<file path="src/rtl/mem_port_arbiter_pkg.sv">
`default_nettype none
//==============================================================================
// Package : mem_arb_pkg
// Brief   : Shared encodings and defaults for the IF/MEM memory port arbiter.
// Rev     : 1.0 - initial release
//==============================================================================
package mem_arb_pkg;

    typedef enum logic [1:0] {
        ST_IDLE = 2'd0,
        ST_BUSY = 2'd1,
        ST_RESP = 2'd2
    } arbState_t;

    localparam logic GNT_IF = 1'b0;
    localparam logic GNT_D  = 1'b1;

    localparam int c_defMaxDStreak = 4;
    localparam int c_defTimeout    = 16;

    localparam logic [3:0] c_fetchBe = 4'hF;

endpackage
`default_nettype wire

</file>
<file path="src/rtl/mem_port_arbiter_timeout_ctr.sv">
`default_nettype none
//==============================================================================
// Module : arb_timeout_ctr
// Brief  : Clearable up-counter flagging the last cycle of the ack window.
// Rev    : 1.0 - initial release
//==============================================================================
module arb_timeout_ctr
    import mem_arb_pkg::*;
#(
    parameter int TIMEOUT = c_defTimeout
) (
    input  logic clk,
    input  logic reset,
    input  logic clr,
    input  logic en,
    output logic tc
);

    localparam int c_width = $clog2(TIMEOUT);
    localparam logic [c_width-1:0] c_last = c_width'(TIMEOUT - 1);

    logic [c_width-1:0] r_count;

    // Holds at the terminal value so the flag never wraps back to zero.
    always_ff @(posedge clk or posedge reset) begin
        if (reset) begin
            r_count <= '0;
        end else if (clr) begin
            r_count <= '0;
        end else if (en && !tc) begin
            r_count <= r_count + 1'b1;
        end
    end

    assign tc = (r_count == c_last);

endmodule
`default_nettype wire

</file>
<file path="src/rtl/mem_port_arbiter.sv">
`default_nettype none
//==============================================================================
// Module : mem_port_arbiter
// Brief  : Serialises fetch and load/store requests onto one shared memory.
// Rev    : 1.0 - initial release
//==============================================================================
module mem_port_arbiter
    import mem_arb_pkg::*;
#(
    parameter int MAX_D_STREAK = c_defMaxDStreak,
    parameter int TIMEOUT      = c_defTimeout
) (
    input  logic        clk,
    input  logic        reset,
    input  logic        if_req,
    input  logic [31:0] if_addr,
    output logic [31:0] if_rdata,
    output logic        if_ready,
    output logic        if_err,
    input  logic        d_req,
    input  logic        d_we,
    input  logic [31:0] d_addr,
    input  logic [31:0] d_wdata,
    input  logic [3:0]  d_be,
    output logic [31:0] d_rdata,
    output logic        d_ready,
    output logic        d_err,
    output logic        mem_req,
    output logic        mem_we,
    output logic [31:0] mem_addr,
    output logic [31:0] mem_wdata,
    output logic [3:0]  mem_be,
    input  logic [31:0] mem_rdata,
    input  logic        mem_ack
);

    localparam logic [3:0] c_streakMax = 4'(MAX_D_STREAK);

    arbState_t   r_state;
    arbState_t   w_stateNext;
    logic        w_grant;
    logic        w_gntSel;
    logic        w_finish;
    logic        w_busy;
    logic        w_timeoutTc;
    logic        w_unusedIfAddr;

    logic        r_gnt;
    logic [3:0]  r_dStreak;
    logic        r_memReq;
    logic        r_memWe;
    logic [31:0] r_memAddr;
    logic [31:0] r_memWdata;
    logic [3:0]  r_memBe;
    logic [31:0] r_ifRdata;
    logic [31:0] r_dRdata;
    logic        r_ifReady;
    logic        r_dReady;
    logic        r_ifErr;
    logic        r_dErr;

    // Fetches are word aligned; the byte offset bits are dropped.
    assign w_unusedIfAddr = ^if_addr[1:0];
    assign w_busy         = (r_state == ST_BUSY);

    arb_timeout_ctr #(
        .TIMEOUT (TIMEOUT)
    ) u_timeoutCtr (
        .clk   (clk),
        .reset (reset),
        .clr   (w_grant),
        .en    (w_busy),
        .tc    (w_timeoutTc)
    );

    always_ff @(posedge clk or posedge reset) begin
        if (reset) begin
            r_state <= ST_IDLE;
        end else begin
            r_state <= w_stateNext;
        end
    end

    always_comb begin
        w_stateNext = r_state;
        w_grant     = 1'b0;
        w_gntSel    = GNT_D;
        w_finish    = 1'b0;
        case (r_state)
            ST_IDLE: begin
                if (if_req || d_req) begin
                    w_grant     = 1'b1;
                    w_stateNext = ST_BUSY;
                    // Data normally wins; a starved fetch is forced through.
                    if (if_req && (!d_req || (r_dStreak == c_streakMax))) begin
                        w_gntSel = GNT_IF;
                    end
                end
            end
            ST_BUSY: begin
                if (mem_ack || w_timeoutTc) begin
                    w_finish    = 1'b1;
                    w_stateNext = ST_RESP;
                end
            end
            ST_RESP: begin
                w_stateNext = ST_IDLE;
            end
            default: begin
                w_stateNext = ST_IDLE;
            end
        endcase
    end

    always_ff @(posedge clk or posedge reset) begin
        if (reset) begin
            r_gnt      <= GNT_IF;
            r_dStreak  <= '0;
            r_memReq   <= 1'b0;
            r_memWe    <= 1'b0;
            r_memAddr  <= '0;
            r_memWdata <= '0;
            r_memBe    <= '0;
            r_ifRdata  <= '0;
            r_dRdata   <= '0;
            r_ifReady  <= 1'b0;
            r_dReady   <= 1'b0;
            r_ifErr    <= 1'b0;
            r_dErr     <= 1'b0;
        end else begin
            r_ifReady <= 1'b0;
            r_dReady  <= 1'b0;
            r_ifErr   <= 1'b0;
            r_dErr    <= 1'b0;

            if (w_grant) begin
                r_gnt    <= w_gntSel;
                r_memReq <= 1'b1;
                if (w_gntSel == GNT_D) begin
                    r_memWe    <= d_we;
                    r_memAddr  <= d_addr;
                    r_memWdata <= d_wdata;
                    r_memBe    <= d_be;
                    if (!if_req) begin
                        r_dStreak <= '0;
                    end else if (r_dStreak != c_streakMax) begin
                        r_dStreak <= r_dStreak + 4'd1;
                    end
                end else begin
                    r_memWe    <= 1'b0;
                    r_memAddr  <= {if_addr[31:2], 2'b00};
                    r_memWdata <= '0;
                    r_memBe    <= c_fetchBe;
                    r_dStreak  <= '0;
                end
            end

            // An ack in the terminal cycle still counts as a good completion.
            if (w_finish) begin
                r_memReq <= 1'b0;
                if (r_gnt == GNT_D) begin
                    r_dReady <= 1'b1;
                    r_dErr   <= !mem_ack;
                    r_dRdata <= mem_ack ? mem_rdata : 32'h0;
                end else begin
                    r_ifReady <= 1'b1;
                    r_ifErr   <= !mem_ack;
                    r_ifRdata <= mem_ack ? mem_rdata : 32'h0;
                end
            end
        end
    end

    assign mem_req   = r_memReq;
    assign mem_we    = r_memWe;
    assign mem_addr  = r_memAddr;
    assign mem_wdata = r_memWdata;
    assign mem_be    = r_memBe;
    assign if_rdata  = r_ifRdata;
    assign if_ready  = r_ifReady;
    assign if_err    = r_ifErr;
    assign d_rdata   = r_dRdata;
    assign d_ready   = r_dReady;
    assign d_err     = r_dErr;

endmodule
`default_nettype wire

</file>
<file path="config.mk">
export PLATFORM = sky130hd
export DESIGN_NAME = mem_port_arbiter
export DESIGN_NICKNAME = d
export VERILOG_FILES = /design/src/rtl/mem_port_arbiter_pkg.sv /design/src/rtl/mem_port_arbiter_timeout_ctr.sv /design/src/rtl/mem_port_arbiter.sv
export SDC_FILE = /design/constraint.sdc
export NUM_CORES = 1
export LEC_CHECK = 0
export CORE_MARGIN = 1.5
export CORE_UTILIZATION = 40
export CTS_CLUSTER_SIZE = 16
export DETAILED_ROUTE_END_ITERATION = 6
export PLACE_DENSITY = 0.75
export SLEW_MARGIN = 20
export SYNTH_ARGS = -nofsm -noshare
export SYNTH_HDL_FRONTEND = slang
export SYNTH_HIERARCHICAL = 1
export SYNTH_SLANG_ARGS = --single-unit
</file>
<file path="constraint.sdc">
create_clock -name clk -period 4.6 [get_ports clk]
set_input_delay 0.46 -clock clk [delete_from_list [all_inputs] [get_ports clk]]
set_output_delay 0.46 -clock clk [all_outputs]
set_load 0.02 [all_outputs]
</file>
==> summary.md <==
| Metric | Value |
|---|---|
| Die W | `134 um` |
| CTS clock-pin slew for the worst setup and hold paths | `0.07 ns` |
| Worst EP required | `4.94 ns` |
| Status | `complete, no violations` |
| Routed vias | `5,613` |
| Antenna diodes | `0` |
| Total I/O pin count | `276` |
| Synth Register Bits | `149` |
| Clk buf depth | `2` |
| Logic pwr share | `48.0%` |
| Synth async-reset ratio | `100%` |
| Critical path depth | `8` |
| Worst r2r path cells | `8` |
| Pint | `0.00450 W` |
| Worst skew pair latency | `0.42 ns` |
| Worst setup path class | `flop to flop` |
| Port Buffer Count | `~270` |
| Final slew viol count | `0` |
| Share of layout cells above drive strength 1 | `between 10% and 20%` |
| Setup crit start kind | `flop` |
| Critical Path End | `u_timeoutCtr/r_count[1]$_DFFE_PP0P_` |
| Seq/Total Area, Yosys | `around 54%` |
| Clk pwr share | `20.2%` |
| Top Family by Delay on Critical Path | `buffers and inverters` |
| Worst min-delay path class | `primary input to asynchronous set/reset pin` |
| Vias per inst | `around 5.4` |
| Critical Path Sink Type | `flop` |
| Placer Congestion | `0.780` |
| Mapped Cells | `between 500 and 600` |
| Crit path time final | `between 2 and 3 ns` |
| Unrepaired setup endpoints after global routing | `no` |
| Final setup viols | `0` |
| Top cells by count, synth | `dfrtp_1 (149), mux2_2 (58), a22o_1 (36), nor2_1 (36)` |
| Most frequent cell after synthesis | `dfrtp_1` |
| PostCTS Resize Cnt | `0` |
| Worst EP arrival | `3.05 ns` |
| CTS Hold Buffers Added | `0` |
| GR Util All Layers | `22.7%` |
| Highest Clock Rate | `0.369 GHz` |
| Detailed-route DRC error count | `0` |
| Switching power total | `approximately 0.0026 W` |
| EDFF count, synth | `0` |
| Net count after synthesis | `684` |
| Synth top area share | `54.2%` |
| Reg2reg start | `r_state[0]$_DFFE_PP0P_` |
| Post-route ant nets | `0` |
| Fin Setup TNS | `0 ns` |
| Clock tree from TritonCTS | `done` |
| Starting DRC count in detailed routing | `297` |
| Maxcap violations | `0` |
| Crit share post-route | `58.9%` |
| Crit path buffers/inverters | `4` |
| Critical Path Start | `r_state[0]$_DFFE_PP0P_` |
| Yosys warns | `6` |
| Static Leak | `4.47 nW` |
| Post-route cell area | `just over 0.01 mm2` |
| Final net count | `approximately 940` |
| Num CTS Buffers | `17` |
| Largest net degree at the start of global routing | `121` |
| Yosys cell types | `52` |
| PwrDens | `690 mW/mm2` |
| Dpl hpwl | `roughly 14 mm` |
| CTS sink cnt | `149` |
| CP cell instances | `buf_4 -> nor2_4 -> buf_4 -> o21ai_2 -> buf_4 -> inv_1 -> nand2b_1 -> mux2i_1` |
| Worst Path Max Fanout | `41` |
| First-pass GRT wire length | `approximately 32 mm` |
| Detailed-route wire length per cell | `19.8 um` |
| Initial antenna violation count | `0` |
| Final std cells w/o fill | `1,030` |
| Switching share of power | `between 30% and 40%` |
| Rows | `47` |
| Iteration count of the initial detailed-routing pass | `4` |
| Clock skew | `0.00848 ns` |
| Biggest area consumer among synthesized cells | `dfrtp_1` |
| Top cells by area, synth | `dfrtp_1 (54%), mux2_2 (9.5%), a22o_1 (4.6%)` |
| Slew @ Worst Pin | `0.930 ns` |
| Worst vdd ir | `0.000374 V` |
| Sequential Power Share | `31.7%` |
| CTS Root Cell | `clkbuf_16` |
| H-tree Lvls | `4` |
| Die Y | `134 um` |
| Starting Density | `41.2%` |
| Reg2Reg Setup Slack | `1.89 ns` |
| Avg Inst Size Synth | `12.7 um2` |
| Gr ovfl total | `0` |
| Number of global-route vias before repair | `approximately 6,000` |
| Final Hold Vio Count | `0` |
| Setup Buffers After CTS | `0` |
| Worst rel slew slack | `between 30% and 40%` |
| Crit-path max cell delay | `0.73 ns` |
| Die ar. | `0.0180 mm2` |
| Mapped Area | `0.00688 mm2` |
| Core area | `0.0167 mm2` |
| Most frequent CP cell | `buf_4` |
| Slowest CP cell | `dfrtp_1` |
| Final WL | `20.4 mm` |
| Area Overhead vs Synth | `50.2%` |
| Placed Area | `just under 0.01 mm2` |
| Top FF cell, synth | `dfrtp_1` |
| RR Endpoint | `u_timeoutCtr/r_count[1]$_DFFE_PP0P_` |
| DP Cell Count | `998` |
cell usage in the layout (no fill, tap or decap), types with 6 or more instances in the layout:
master	Yosys	routed
o21bai_1	30	30
nor4b_1	31	31
inv_1	8	7
buf_4	6	11
and2_1	32	32
clkdlybuf4s50_1	0	272
mux2_2	58	58
dfrtp_1	149	149
o32a_1	29	29
mux2_1	6	6
nor2_1	36	35
o211a_1	29	29
a22o_1	36	36
clkbuf_16	0	17
sequential cells by signal, summed over array words and instances (netlist names):
register	count
if_ready	1
mem_be	4
mem_we	1
r_state	2
mem_req	1
d_rdata	32
u_timeoutCtr/r_count	4
r_dStreak	4
r_gnt	1
d_ready	1
mem_wdata	32
if_err	1
if_rdata	32
mem_addr	32
d_err	1
area by class of cell:
class / instances / area [um2]
fillers: 1306 / 6360
flip-flops and latches: 149 / 3730
multi-input cells: 336 / 2870
inverters: 9 / 41.3
clock inverters: 13 / 171
clock buffers: 19 / 443
well taps: 220 / 275
repair buffers: 284 / 2810
worst min-delay path by stage:
| stage | from | to | slack, ns | depth (start not counted) |
|---|---|---|---|---|
| final | reset | u_timeoutCtr/r_count[1]$_DFFE_PP0P_ | 0.41 | 2 |
| after global routing | reset | u_timeoutCtr/r_count[2]$_DFFE_PP0P_ | 0.41 | 2 |
| after CTS | reset | u_timeoutCtr/r_count[2]$_DFFE_PP0P_ | 0.37 | 2 |
| after detailed placement | if_rdata[14]$_DFFE_PP0P_ | if_rdata[14]$_DFFE_PP0P_ | 0.48 | 1 |
| after global placement | if_rdata[14]$_DFFE_PP0P_ | if_rdata[14]$_DFFE_PP0P_ | 0.47 | 1 |
| after floorplan | reset | u_timeoutCtr/r_count[0]$_DFFE_PP0P_ | 0.23 | 1 |
metrics by stage:
| stage | total power [W] | util [%] | setup WS [ns] | hold WS, ns |
|---|---|---|---|---|
| floorplan | 0.00416 | - | 0.245 | 0.226 |
| global placement | 0.00560 | 58.2 | 1.74 | 0.468 |
| detailed placement | 0.00572 | 58.2 | 1.72 | 0.478 |
| CTS | 0.00719 | 61.9 | 1.90 | 0.367 |
| global route | 0.00750 | 61.9 | 1.71 | 0.410 |
| finish | 0.00714 | 61.9 | 1.89 | 0.408 |
routing by layer:
layer | vias up | wire length [um] | GRT usage (%)
met5 | - | 0 | 0
met4 | 0 | 692 | 9.74
met3 | 39 | 1380 | 6.88
li1 | 2542 | - | -
met2 | 213 | 10200 | 38.6
met1 | 2819 | 8110 | 26.8
logic make-up (layout without fill, tap and decap cells):
family                   count (synthesis)  after routing  synth area share (%)
AO/OA/AOI/OAI                          144            144                  18.5
multiplexers                            66             66                  10.8
AND/OR/NAND/NOR                        123            123                  11.6
flip-flops                             149            149                  54.2
adder cells (fa/ha/maj)                  3              3                 0.545
buffers and inverters                   58            325                  4.33
power groups by stage:
stage	combinational (W)	clock, W	sequential [W]
final	0.00343	0.00144	0.00226
after global routing	0.00363	0.00153	0.00234
after CTS	0.00346	0.00147	0.00226
after detailed placement	0.00344	0	0.00228
after global placement	0.00337	0	0.00224
after floorplan	0.00128	0	0.00288
Note: power is estimated with default switching activity, not from simulation.
